## config.mk

```make
export PLATFORM = sky130hd
export DESIGN_NAME = rv_muldiv_unit_flat
export DESIGN_NICKNAME = d
export VERILOG_FILES = /design/src/rtl/rv_muldiv_unit_if.sv /design/src/rtl/rv_muldiv_unit.sv /design/src/flat_wrapper.sv
export SDC_FILE = /design/constraint.sdc
export NUM_CORES = 2
export LEC_CHECK = 0
export BUFFER_PORTS_ARGS = -buffer_cell sky130_fd_sc_hd__buf_2
export CORE_UTILIZATION = 30
export DETAILED_ROUTE_END_ITERATION = 8
export PLACE_DENSITY = 0.55
export SETUP_SLACK_MARGIN = 0.1
export SKIP_LAST_GASP = 1
export SLEW_MARGIN = 30
export SYNTH_ARGS = -nofsm -noshare
export SYNTH_HDL_FRONTEND = slang
export SYNTH_SLANG_ARGS = --single-unit
export TNS_END_PERCENT = 5
```

## constraint.sdc

```tcl
create_clock -name clk_i -period 9.3 [get_ports clk_i]
set_clock_uncertainty 0.15 [all_clocks]
set_input_delay 1.395 -clock clk_i [delete_from_list [all_inputs] [get_ports clk_i]]
set_output_delay 1.395 -clock clk_i [all_outputs]
set_load 0.01 [all_outputs]
```

## src/rtl/rv_muldiv_unit_if.sv

```systemverilog
// Request/response bundle between the execute stage and the iterative mul/div unit.
// The stage drives the request and result-accept side; the unit answers with ready, valid, result and busy.
interface rv_muldiv_unit_if #(
    parameter int XLEN = 64
);
    logic            req_valid;
    logic            req_ready;
    logic [2:0]      funct3;
    logic            op_32b;
    logic [XLEN-1:0] rs1;
    logic [XLEN-1:0] rs2;
    logic            flush;
    logic            rsp_valid;
    logic            rsp_ready;
    logic [XLEN-1:0] result;
    logic            busy;

    modport master (
        output req_valid, funct3, op_32b, rs1, rs2, flush, rsp_ready,
        input  req_ready, rsp_valid, result, busy
    );

    modport slave (
        input  req_valid, funct3, op_32b, rs1, rs2, flush, rsp_ready,
        output req_ready, rsp_valid, result, busy
    );
endinterface

```

## src/rtl/rv_muldiv_unit.sv

```systemverilog
// Iterative RV M-extension multiply/divide unit: shift-add multiply and restoring divide,
// one bit per cycle on operand magnitudes, with a final sign fixup and RV64 word-form support.
//
// state  | meaning
// -------+-----------------------------------------------------------
// IDLE   | waiting for a request; ready unless flushed
// MUL    | shift-add iterations, then one cycle to latch the product
// DIV    | restoring-divide iterations, then one cycle to latch the result
// FIX    | special case (div by zero, overflow, illegal); result latched on the second cycle
// DONE   | result valid, held until the consumer takes it
module rv_muldiv_unit #(
    parameter int XLEN     = 64,
    parameter bit W_OPS_EN = 1'b1
) (
    input logic          clk_i,
    input logic          rst_i,
    rv_muldiv_unit_if.slave bus
);
    localparam int CW = $clog2(XLEN + 1);
    localparam logic [XLEN-1:0] MIN_X = {1'b1, {(XLEN-1){1'b0}}};

    typedef enum logic [2:0] {S_IDLE, S_MUL, S_DIV, S_FIX, S_DONE} state_t;

    function automatic logic [XLEN-1:0] sext32(input logic [31:0] v);
        return XLEN'(signed'(v));
    endfunction

    state_t            state_q, state_d;
    logic              accept;
    logic [CW-1:0]     cnt_q;
    logic [2*XLEN-1:0] acc_q, mcand_q;
    logic [XLEN-1:0]   opa_q, rem_q, dvsr_q, fix_q, result_q;
    logic              w_q, hi_q, quo_sel_q, neg_q;

    logic [2:0]      f3;
    logic            w, is_div, a_sgn, b_sgn, a_neg, b_neg, illegal, div0, ovf, special;
    logic [XLEN-1:0] a_ext, b_ext, a_mag, b_mag, min_ext, fix_val;

    always_comb begin
        f3      = bus.funct3;
        w       = bus.op_32b;
        is_div  = f3[2];
        a_sgn   = f3[2] ? !f3[0] : (f3[1:0] == 2'b01 || f3[1:0] == 2'b10);
        b_sgn   = f3[2] ? !f3[0] : (f3[1:0] == 2'b01);
        if (w) begin
            a_ext = a_sgn ? sext32(bus.rs1[31:0]) : XLEN'(bus.rs1[31:0]);
            b_ext = b_sgn ? sext32(bus.rs2[31:0]) : XLEN'(bus.rs2[31:0]);
        end else begin
            a_ext = bus.rs1;
            b_ext = bus.rs2;
        end
        a_neg   = a_sgn && a_ext[XLEN-1];
        b_neg   = b_sgn && b_ext[XLEN-1];
        a_mag   = a_neg ? -a_ext : a_ext;
        b_mag   = b_neg ? -b_ext : b_ext;
        min_ext = w ? sext32(32'h8000_0000) : MIN_X;
        illegal = w && (!W_OPS_EN || (!f3[2] && f3[1:0] != 2'b00));
        div0    = is_div && (b_ext == '0);
        ovf     = is_div && !f3[0] && (a_ext == min_ext) && (b_ext == '1);
        special = illegal || div0 || ovf;
        if (illegal)
            fix_val = '0;
        else if (div0)
            fix_val = f3[1] ? a_ext : '1;
        else
            fix_val = f3[1] ? '0 : a_ext;
    end

    // Restoring-divide step: bring in the next dividend bit and try to subtract.
    logic [XLEN:0] trial;
    logic          take;
    assign trial = {rem_q, opa_q[XLEN-1]};
    assign take  = trial >= {1'b0, dvsr_q};

    logic [2*XLEN-1:0] prod;
    logic [XLEN-1:0]   div_val, raw, fin;
    always_comb begin
        prod    = neg_q ? -acc_q : acc_q;
        div_val = quo_sel_q ? opa_q : rem_q;
        case (state_q)
            S_MUL:   raw = hi_q ? prod[2*XLEN-1:XLEN] : prod[XLEN-1:0];
            S_DIV:   raw = neg_q ? -div_val : div_val;
            default: raw = fix_q;
        endcase
        fin = w_q ? sext32(raw[31:0]) : raw;
    end

    logic working, iter, finish;
    assign working = (state_q == S_MUL) || (state_q == S_DIV) || (state_q == S_FIX);
    assign iter    = working && (cnt_q != '0);
    assign finish  = working && (cnt_q == '0) && !bus.flush;

    always_ff @(posedge clk_i) begin
        if (rst_i)
            state_q <= S_IDLE;
        else
            state_q <= state_d;
    end

    always_comb begin
        state_d = state_q;
        accept  = 1'b0;
        unique case (state_q)
            S_IDLE: begin
                if (bus.req_valid && !bus.flush) begin
                    accept  = 1'b1;
                    state_d = special ? S_FIX : (is_div ? S_DIV : S_MUL);
                end
            end
            S_MUL, S_DIV, S_FIX: begin
                if (cnt_q == '0)
                    state_d = S_DONE;
            end
            S_DONE: begin
                if (bus.rsp_ready)
                    state_d = S_IDLE;
            end
            default: state_d = S_IDLE;
        endcase
        if (bus.flush)
            state_d = S_IDLE;
    end

    always_ff @(posedge clk_i) begin
        if (rst_i) begin
            cnt_q     <= '0;
            acc_q     <= '0;
            mcand_q   <= '0;
            opa_q     <= '0;
            rem_q     <= '0;
            dvsr_q    <= '0;
            fix_q     <= '0;
            result_q  <= '0;
            w_q       <= 1'b0;
            hi_q      <= 1'b0;
            quo_sel_q <= 1'b0;
            neg_q     <= 1'b0;
        end else if (accept) begin
            // FIX waits one counted cycle so special results land on the same schedule slot as T+2.
            cnt_q     <= special ? CW'(1) : (w ? CW'(32) : CW'(XLEN));
            acc_q     <= '0;
            mcand_q   <= {{XLEN{1'b0}}, b_mag};
            opa_q     <= (is_div && w) ? (a_mag << (XLEN - 32)) : a_mag;
            rem_q     <= '0;
            dvsr_q    <= b_mag;
            fix_q     <= fix_val;
            w_q       <= w;
            hi_q      <= !f3[2] && (f3[1:0] != 2'b00);
            quo_sel_q <= !f3[1];
            neg_q     <= (f3[2] && f3[1]) ? a_neg : (a_neg ^ b_neg);
        end else if (iter) begin
            cnt_q <= cnt_q - 1'b1;
            if (state_q == S_MUL) begin
                if (opa_q[0])
                    acc_q <= acc_q + mcand_q;
                mcand_q <= mcand_q << 1;
                opa_q   <= opa_q >> 1;
            end else if (state_q == S_DIV) begin
                rem_q <= take ? (trial[XLEN-1:0] - dvsr_q) : trial[XLEN-1:0];
                opa_q <= {opa_q[XLEN-2:0], take};
            end
        end else if (finish) begin
            result_q <= fin;
        end
    end

    assign bus.req_ready = (state_q == S_IDLE) && !bus.flush;
    assign bus.rsp_valid = (state_q == S_DONE);
    assign bus.result    = result_q;
    assign bus.busy      = (state_q != S_IDLE);
endmodule

```

## src/flat_wrapper.sv

```systemverilog
// flat-port wrapper written by rule: the top's interface ports become plain ports
module rv_muldiv_unit_flat 
#(
    parameter int XLEN     = 64,
    parameter bit W_OPS_EN = 1'b1
)
  (clk_i, rst_i, bus_req_valid, bus_funct3, bus_op_32b, bus_rs1, bus_rs2, bus_flush, bus_rsp_ready, bus_req_ready, bus_rsp_valid, bus_result, bus_busy);
  rv_muldiv_unit_if #(.XLEN(XLEN)) bus_i ();
  input logic clk_i;
  input logic rst_i;
  input wire logic [$bits(bus_i.req_valid)-1:0] bus_req_valid;
  input wire logic [$bits(bus_i.funct3)-1:0] bus_funct3;
  input wire logic [$bits(bus_i.op_32b)-1:0] bus_op_32b;
  input wire logic [$bits(bus_i.rs1)-1:0] bus_rs1;
  input wire logic [$bits(bus_i.rs2)-1:0] bus_rs2;
  input wire logic [$bits(bus_i.flush)-1:0] bus_flush;
  input wire logic [$bits(bus_i.rsp_ready)-1:0] bus_rsp_ready;
  output wire logic [$bits(bus_i.req_ready)-1:0] bus_req_ready;
  output wire logic [$bits(bus_i.rsp_valid)-1:0] bus_rsp_valid;
  output wire logic [$bits(bus_i.result)-1:0] bus_result;
  output wire logic [$bits(bus_i.busy)-1:0] bus_busy;
  assign bus_i.req_valid = bus_req_valid;
  assign bus_i.funct3 = bus_funct3;
  assign bus_i.op_32b = bus_op_32b;
  assign bus_i.rs1 = bus_rs1;
  assign bus_i.rs2 = bus_rs2;
  assign bus_i.flush = bus_flush;
  assign bus_i.rsp_ready = bus_rsp_ready;
  assign bus_req_ready = bus_i.req_ready;
  assign bus_rsp_valid = bus_i.rsp_valid;
  assign bus_result = bus_i.result;
  assign bus_busy = bus_i.busy;
  rv_muldiv_unit #(.XLEN(XLEN), .W_OPS_EN(W_OPS_EN)) u_core (.clk_i(clk_i), .rst_i(rst_i), .bus(bus_i));
endmodule
```

=== Yosys cells after proc, flatten, opt, wreduce, memory -nomap -nowiden ===
Index checks and enable logic that the tools add are counted.

* Register bits after elaboration: 590
* Latch bits: 0
* Memory bits (writable): 0
* Bits in read-only memories: 0
* Logic and storage cells: 121
* Memories kept: 0

* Add/sub/neg operators: 7
* Multiply operators: 0
* Divide/modulo/power cells: 0
* $lt $le $gt $ge: 1
* Eq/ne operators: 11
* Shifts and indexed selects: 0
* Mux-type cells: 41
* Bitwise gates (word level): 4
* Reduce and logical (&&, ||, !) cells: 43

{| class="wikitable"
|+ Operator list
! cell !! number
|-
| $mux 64 || 23
|-
| $neg 64->64 || 3
|-
| $add 128x128->128 || 1
|-
| $mux 128 || 1
|-
| $neg 128->128 || 1
|-
| $pmux 64 s2 || 1
|-
| $ge 65x64->1 || 1
|-
| $eq 64x64->1 || 1
|-
| $eq 64x64->1 const B || 1
|-
| $logic_not 64->1 || 1
|-
| $sub 64x64->64 || 1
|-
| $mux 63 || 1
|-
| $mux 7 || 4
|-
| $logic_and 1x1->1 || 15
|-
| $mux 3 || 4
|-
| $reduce_and 3->1 || 4
|-
| $pmux 3 s3 || 1
|-
| $logic_not 7->1 || 1
|-
| $reduce_bool 7->1 || 1
|-
| $sub 7x1->7 const B || 1
|-
| $eq 3x2->1 const B || 2
|-
| $reduce_and 2->1 || 3
|-
| $reduce_bool 2->1 || 3
|-
| $reduce_bool 3->1 || 2
|-
| 15 further kinds || 30
|}

=== Depth between registers and ports, before layout ===
* Word-level depth: 12
* Depth in mapped cells: 21
* Gate-level depth less buffers: 15

=== Worst setup path before layout ===
OpenSTA, ideal clock, no wires.

* Path type: reg2reg
* From: reg u_core.quo_sel_q
* To: reg u_core.result_q[62], in the netlist u_core.bus.result[62]
* Arrival: 5453 ps
* Data required time: 9034 ps
* Setup slack: 3580 ps
* Stages on the path, launching flop included: 21
* Path through: dfxtp_1 clkbuf_1 clkbuf_1 clkbuf_1 buf_1 buf_2 buf_1 buf_2 buf_1 mux2i_1 ha_1 o221ai_1 or3_1 o41ai_1 nand2_1 a21o_1 nor2_1 xnor2_1 a221oi_1 o21ai_1 o211a_1

* Word-level cells in the longest chain between the ends: 5

{| class="wikitable"
|+ Ends and longest elaborated chain
! what !! RTL line !! source
|-
| start, declared || rv_muldiv_unit.sv:33 || <nowiki>logic w_q, hi_q, quo_sel_q, neg_q;</nowiki>
|-
| start signal, assigned || rv_muldiv_unit.sv:149 || <nowiki>quo_sel_q <= !f3[1];</nowiki>
|-
| $mux 64 (*) || rv_muldiv_unit.sv:79 || <nowiki>div_val = quo_sel_q ? opa_q : rem_q;</nowiki>
|-
| $neg 64->64 || rv_muldiv_unit.sv:82 || <nowiki>S_DIV: raw = neg_q ? -div_val : div_val;</nowiki>
|-
| $mux 64 (*) || rv_muldiv_unit.sv:82 ||
|-
| $pmux 64 s2 (*) || rv_muldiv_unit.sv:80 || <nowiki>case (state_q)</nowiki>
|-
| $mux 64 (*) || rv_muldiv_unit.sv:85 || <nowiki>fin = w_q ? sext32(raw[31:0]) : raw;</nowiki>
|-
| end signal, assigned || rv_muldiv_unit.sv:163 || <nowiki>result_q <= fin;</nowiki>
|-
| end, declared || rv_muldiv_unit.sv:32 || <nowiki>logic [XLEN-1:0] opa_q, rem_q, dvsr_q, fix_q, result_q;</nowiki>
|}

Mark *: on every way between the ends. The rest lies on a longest branch, timed or not.
A chain may end at the register's enable or synchronous reset.

=== Final worst setup path ===
* From: in bus_funct3[1]
* To: reg u_core.cnt_q[5]

* Word-level cells in the longest chain between the ends: 11
* Elaborated cells on any way between the ends: 22

{| class="wikitable"
|+ Ends and longest elaborated chain
! what !! RTL line !! source
|-
| start, declared || flat_wrapper.sv:12 || <nowiki>input wire logic [$bits(bus_i.funct3)-1:0] bus_funct3;</nowiki>
|-
| $eq 2x1->1 / $eq 2x2->1 (equally long branches) || rv_muldiv_unit.sv:43, rv_muldiv_unit.sv:44 ||
|-
| $logic_or 1x1->1 || rv_muldiv_unit.sv:43 || <nowiki>a_sgn = f3[2] ? !f3[0] : (f3[1:0] == 2'b01 || f3[1:0] == 2'b10);</nowiki>
|-
| $mux 1 || rv_muldiv_unit.sv:43 ||
|-
| $mux 64 || rv_muldiv_unit.sv:46 || <nowiki>a_ext = a_sgn ? sext32(bus.rs1[31:0]) : XLEN'(bus.rs1[31:0]);</nowiki>
|-
| $mux 64 || rv_muldiv_unit.sv:45 || <nowiki>if (w) begin</nowiki>
|-
| $eq 64x64->1 || rv_muldiv_unit.sv:59 || <nowiki>ovf = is_div && !f3[0] && (a_ext == min_ext) && (b_ext == '1);</nowiki>
|-
| $logic_and 1x1->1 (2 in a row) || rv_muldiv_unit.sv:59 ||
|-
| $logic_or 1x1->1 (*) || rv_muldiv_unit.sv:60 || <nowiki>special = illegal || div0 || ovf;</nowiki>
|-
| $mux 7 (*) || rv_muldiv_unit.sv:140 || <nowiki>cnt_q <= special ? CW'(1) : (w ? CW'(32) : CW'(XLEN));</nowiki>
|-
| $mux 7 (*) || rv_muldiv_unit.sv:138 || <nowiki>end else if (accept) begin</nowiki>
|-
| end signal, assigned || rv_muldiv_unit.sv:140 ||
|-
| end signal, assigned || rv_muldiv_unit.sv:152 || <nowiki>cnt_q <= cnt_q - 1'b1;</nowiki>
|-
| end, declared || rv_muldiv_unit.sv:30 || <nowiki>logic [CW-1:0] cnt_q;</nowiki>
|}

Marks and branches as above.

==> qor.yml <==
sta:
  worst_slew_pin_slew_ns: 1.093
  fmax_ghz: 0.1732
  whs_ns: 0.3068
  period_needed_ns: 5.772
  grt_setup_unrepaired: "false"
  finalSetupViolCount: 0
  slew_headroom: 0.2716
  finalCritPeriodShare: 0.6207
  hold_viol_final: 0
  final_max_slew_viol_count: 0
  setup-tns-final_ns: 0
global_route:
  grt_max_degree: 96
  grt_antenna_before_repair: 19
  grt-ovfl-total: 0
  grt_usage: 0.2639
  grt_pass1_wl_mm: 307.9
  grt_pass1_vias: 44650
worst_setup_path:
  crit_path_max_fanout: 67
  start_kind: "primary input"
  critPathArrivalTime_ns: 6.19
  crit_path_end_kind: "flop"
  critPathRequiredTime_ns: 9.71
  worstSetupPathType: "in -> reg"
final_layout:
  final_cell_mix: "nand2_1 (983), a21oi_1 (835), dfxtp_1 (587)"
  syn2layout_area_growth_pct: 11.68
  mostFrequentLayoutCell: "nand2_1"
  nNetsFinal: 6669
  final_area_mm2: 0.05131
  layout-drive-gt1-share: 0.08623
  final_cells: 8421
drt:
  routed_wirelength_mm: 214.1
  dr.pass1.iters: 7
  drt_iter0_drc: 6324
  viasPerCell: 5.845
  vias: 49220
  highest_layer: "met5"
  wire_per_inst_um: 25.43
  post-route-drc-count: 0
  antenna_left: 0
  wl_met3_mm: 19.52
  wl_met2_mm: 91.99
  routedLengthMet1_mm: 90.89
yosys:
  syn_nets: 6750
  syn_avg_cell_area_um2: 7.166
  synth_edf_count: 0
  ys_seq_elements: 590
  ys_seq_area_frac: 0.2571
  synth_ff_type: "dfxtp_1"
  synth-compound-area-share: 0.2891
  syn_inst: 6411
  synth_top_area_frac: 0.2571
  synth_top_family_by_area: "compound AO/OA/AOI/OAI gates"
  synth_mux_area_frac: 0.03633
  synth_adder_area_share: 0.06188
  ys_types: 95
  synth-xor-area-share: 0.09093
  yosys_warnings: 0
  synthSimpleGateAreaFrac: 0.2120
  postSynth.asyncResetShare: 0
  synth_area_leaders: "dfxtp_1 (26%), a21oi_1 (9.1%), nand2_1 (8.1%)"
  yosys.area.top_type: "dfxtp_1"
  syn-cell-area_mm2: 0.04594
placed_design:
  dpl.hpwl_mm: 166.6
  portBuffers: 203
  placement.cell_area_mm2: 0.04856
  place_inst: 8279
  gp_congestion: 1.010
floorplanning:
  start_util: 0.3024
  die_y_um: 393.3
  fp.dieW_um: 393.3
  rows: 143
  pin_count: 204
  dieArea_mm2: 0.1547
  core_mm2: 0.1519
power:
  p_leak_uw: 0.01994
  ir_drop_mv: 0.1494
  total_power_uw: 7337
  pwr_density_cell_mw_per_mm2: 143.0
clock_tree:
  clkLatencyLatePin_ns: 0.73
  root_buffer: "clkbuf_16"
  h-tree-depth: 3
  cts_buffers: 77
  postCtsHoldBufs: 0
  tritoncts: "done"
  post_cts_buffers: 0
  cts.sinks: 590
  cts_max_path_buffers: 3
  clk_pin_slew_ns: 0.06
  cts_resized: 0
status:
  outcome: "finished clean"
hold_path:
  hp-class: "reg -> reg"
run:
  cap_violations: 0
sequential cells by signal, indices dropped and copies added, names as in the netlist:
register	flops
u_core.opa_q	64
u_core.bus.result	64
u_core.hi_q	1
u_core.neg_q	1
u_core.w_q	1
u_core.acc_q	128
u_core.quo_sel_q	1
u_core.fix_q	64
u_core.dvsr_q	64
u_core.cnt_q	7
u_core.mcand_q	128
u_core.rem_q	64
u_core.state_q	3
logic make-up (layout without fill, tap and decap cells):
| group | after synthesis | in the layout |
|---|---|---|
| buf+inv | 632 | 611 |
| compound gates | 2177 | 2177 |
| other cells | 0 | 1 |
| simple gates | 2138 | 2138 |
| fa+ha+maj | 232 | 232 |
| flops | 590 | 590 |
| xor+xnor | 477 | 477 |
| mux | 165 | 165 |
Yosys cell counts, drive strengths merged, types with 33 or more instances:
library cell / instances
ha: 200
inv: 185
o211ai: 41
nand2: 989
nand3: 85
nand4: 108
a211oi: 85
mux2i: 151
o31ai: 61
nor2: 437
nor4: 57
a21o: 145
clkbuf: 381
nor3: 135
o21bai: 63
or3: 75
a21boi: 67
buf: 65
a21oi: 836
or4: 36
or2: 41
dfxtp: 590
o41ai: 33
xnor2: 291
a221oi: 62
o21ai: 514
a31oi: 91
xor2: 186
routing by layer:
metal,vias to the layer above,global-route usage
met5,-,0
met4,10,0.1258
met3,435,0.05049
met2,2377,0.4038
met1,23520,0.3542
li1,22870,-
power by group:
part,internal (uW),leakage (uW),switching [uW]
logic,449,0.0138,927
clock network,1880,0.00130,1340
registers,2610,0.00479,132
total,4940,0.0199,2400
critical path, cell delays in order:
cell,delay (ns)
buf_2,0.08
buf_4,0.66
clkinv_1,0.20
buf_4,0.27
ha_1,0.21
o21ai_1,0.66
or2_2,0.40
o21ai_0,0.21
nor3b_2,0.43
nand2_1,0.17
nand4b_1,0.25
buf_4,0.37
o41a_1,0.33
o21ai_0,0.16
nor2_1,0.08
a21oi_1,0.13
nor2_1,0.05
worst paths after layout:
check | startpoint | end | slack [ns] | depth (start not counted)
worst max-delay path | bus_funct3[1] | u_core.cnt_q[5]$_SDFFE_PP0P_ | 3.53 | 17
worst min-delay path | u_core.dvsr_q[56]$_SDFFE_PP0P_ | u_core.dvsr_q[56]$_SDFFE_PP0P_ | 0.31 | 2
worst max register to register | u_core.quo_sel_q$_SDFFE_PP0P_ | u_core.bus.result[45]$_SDFFE_PP0P_ | 3.53 | 12
worst min register to register | u_core.dvsr_q[56]$_SDFFE_PP0P_ | u_core.dvsr_q[56]$_SDFFE_PP0P_ | 0.31 | 2
area by class of cell:
| class | instances | area (um^2) |
|---|---|---|
| well taps | 2030 | 2540 |
| multi-input cells | 5189 | 31900 |
| flip-flops and latches | 590 | 11820 |
| repair buffers | 286 | 1674 |
| fillers | 16300 | 100600 |
| inverters | 186 | 698.2 |
| clock buffers | 100 | 2165 |
| clock inverters | 39 | 506.7 |
| diodes | 1 | 2.502 |
stage by stage:
step | setup WS, ns | util
detailed placement | 3.009 | 0.3196
global route | 3.204 | 0.3378
global placement | 2.633 | 0.3195
CTS | 3.672 | 0.3372
finish | 3.528 | 0.3378
floorplan | 3.580 | -
Note: power is estimated with default switching activity, not from simulation.
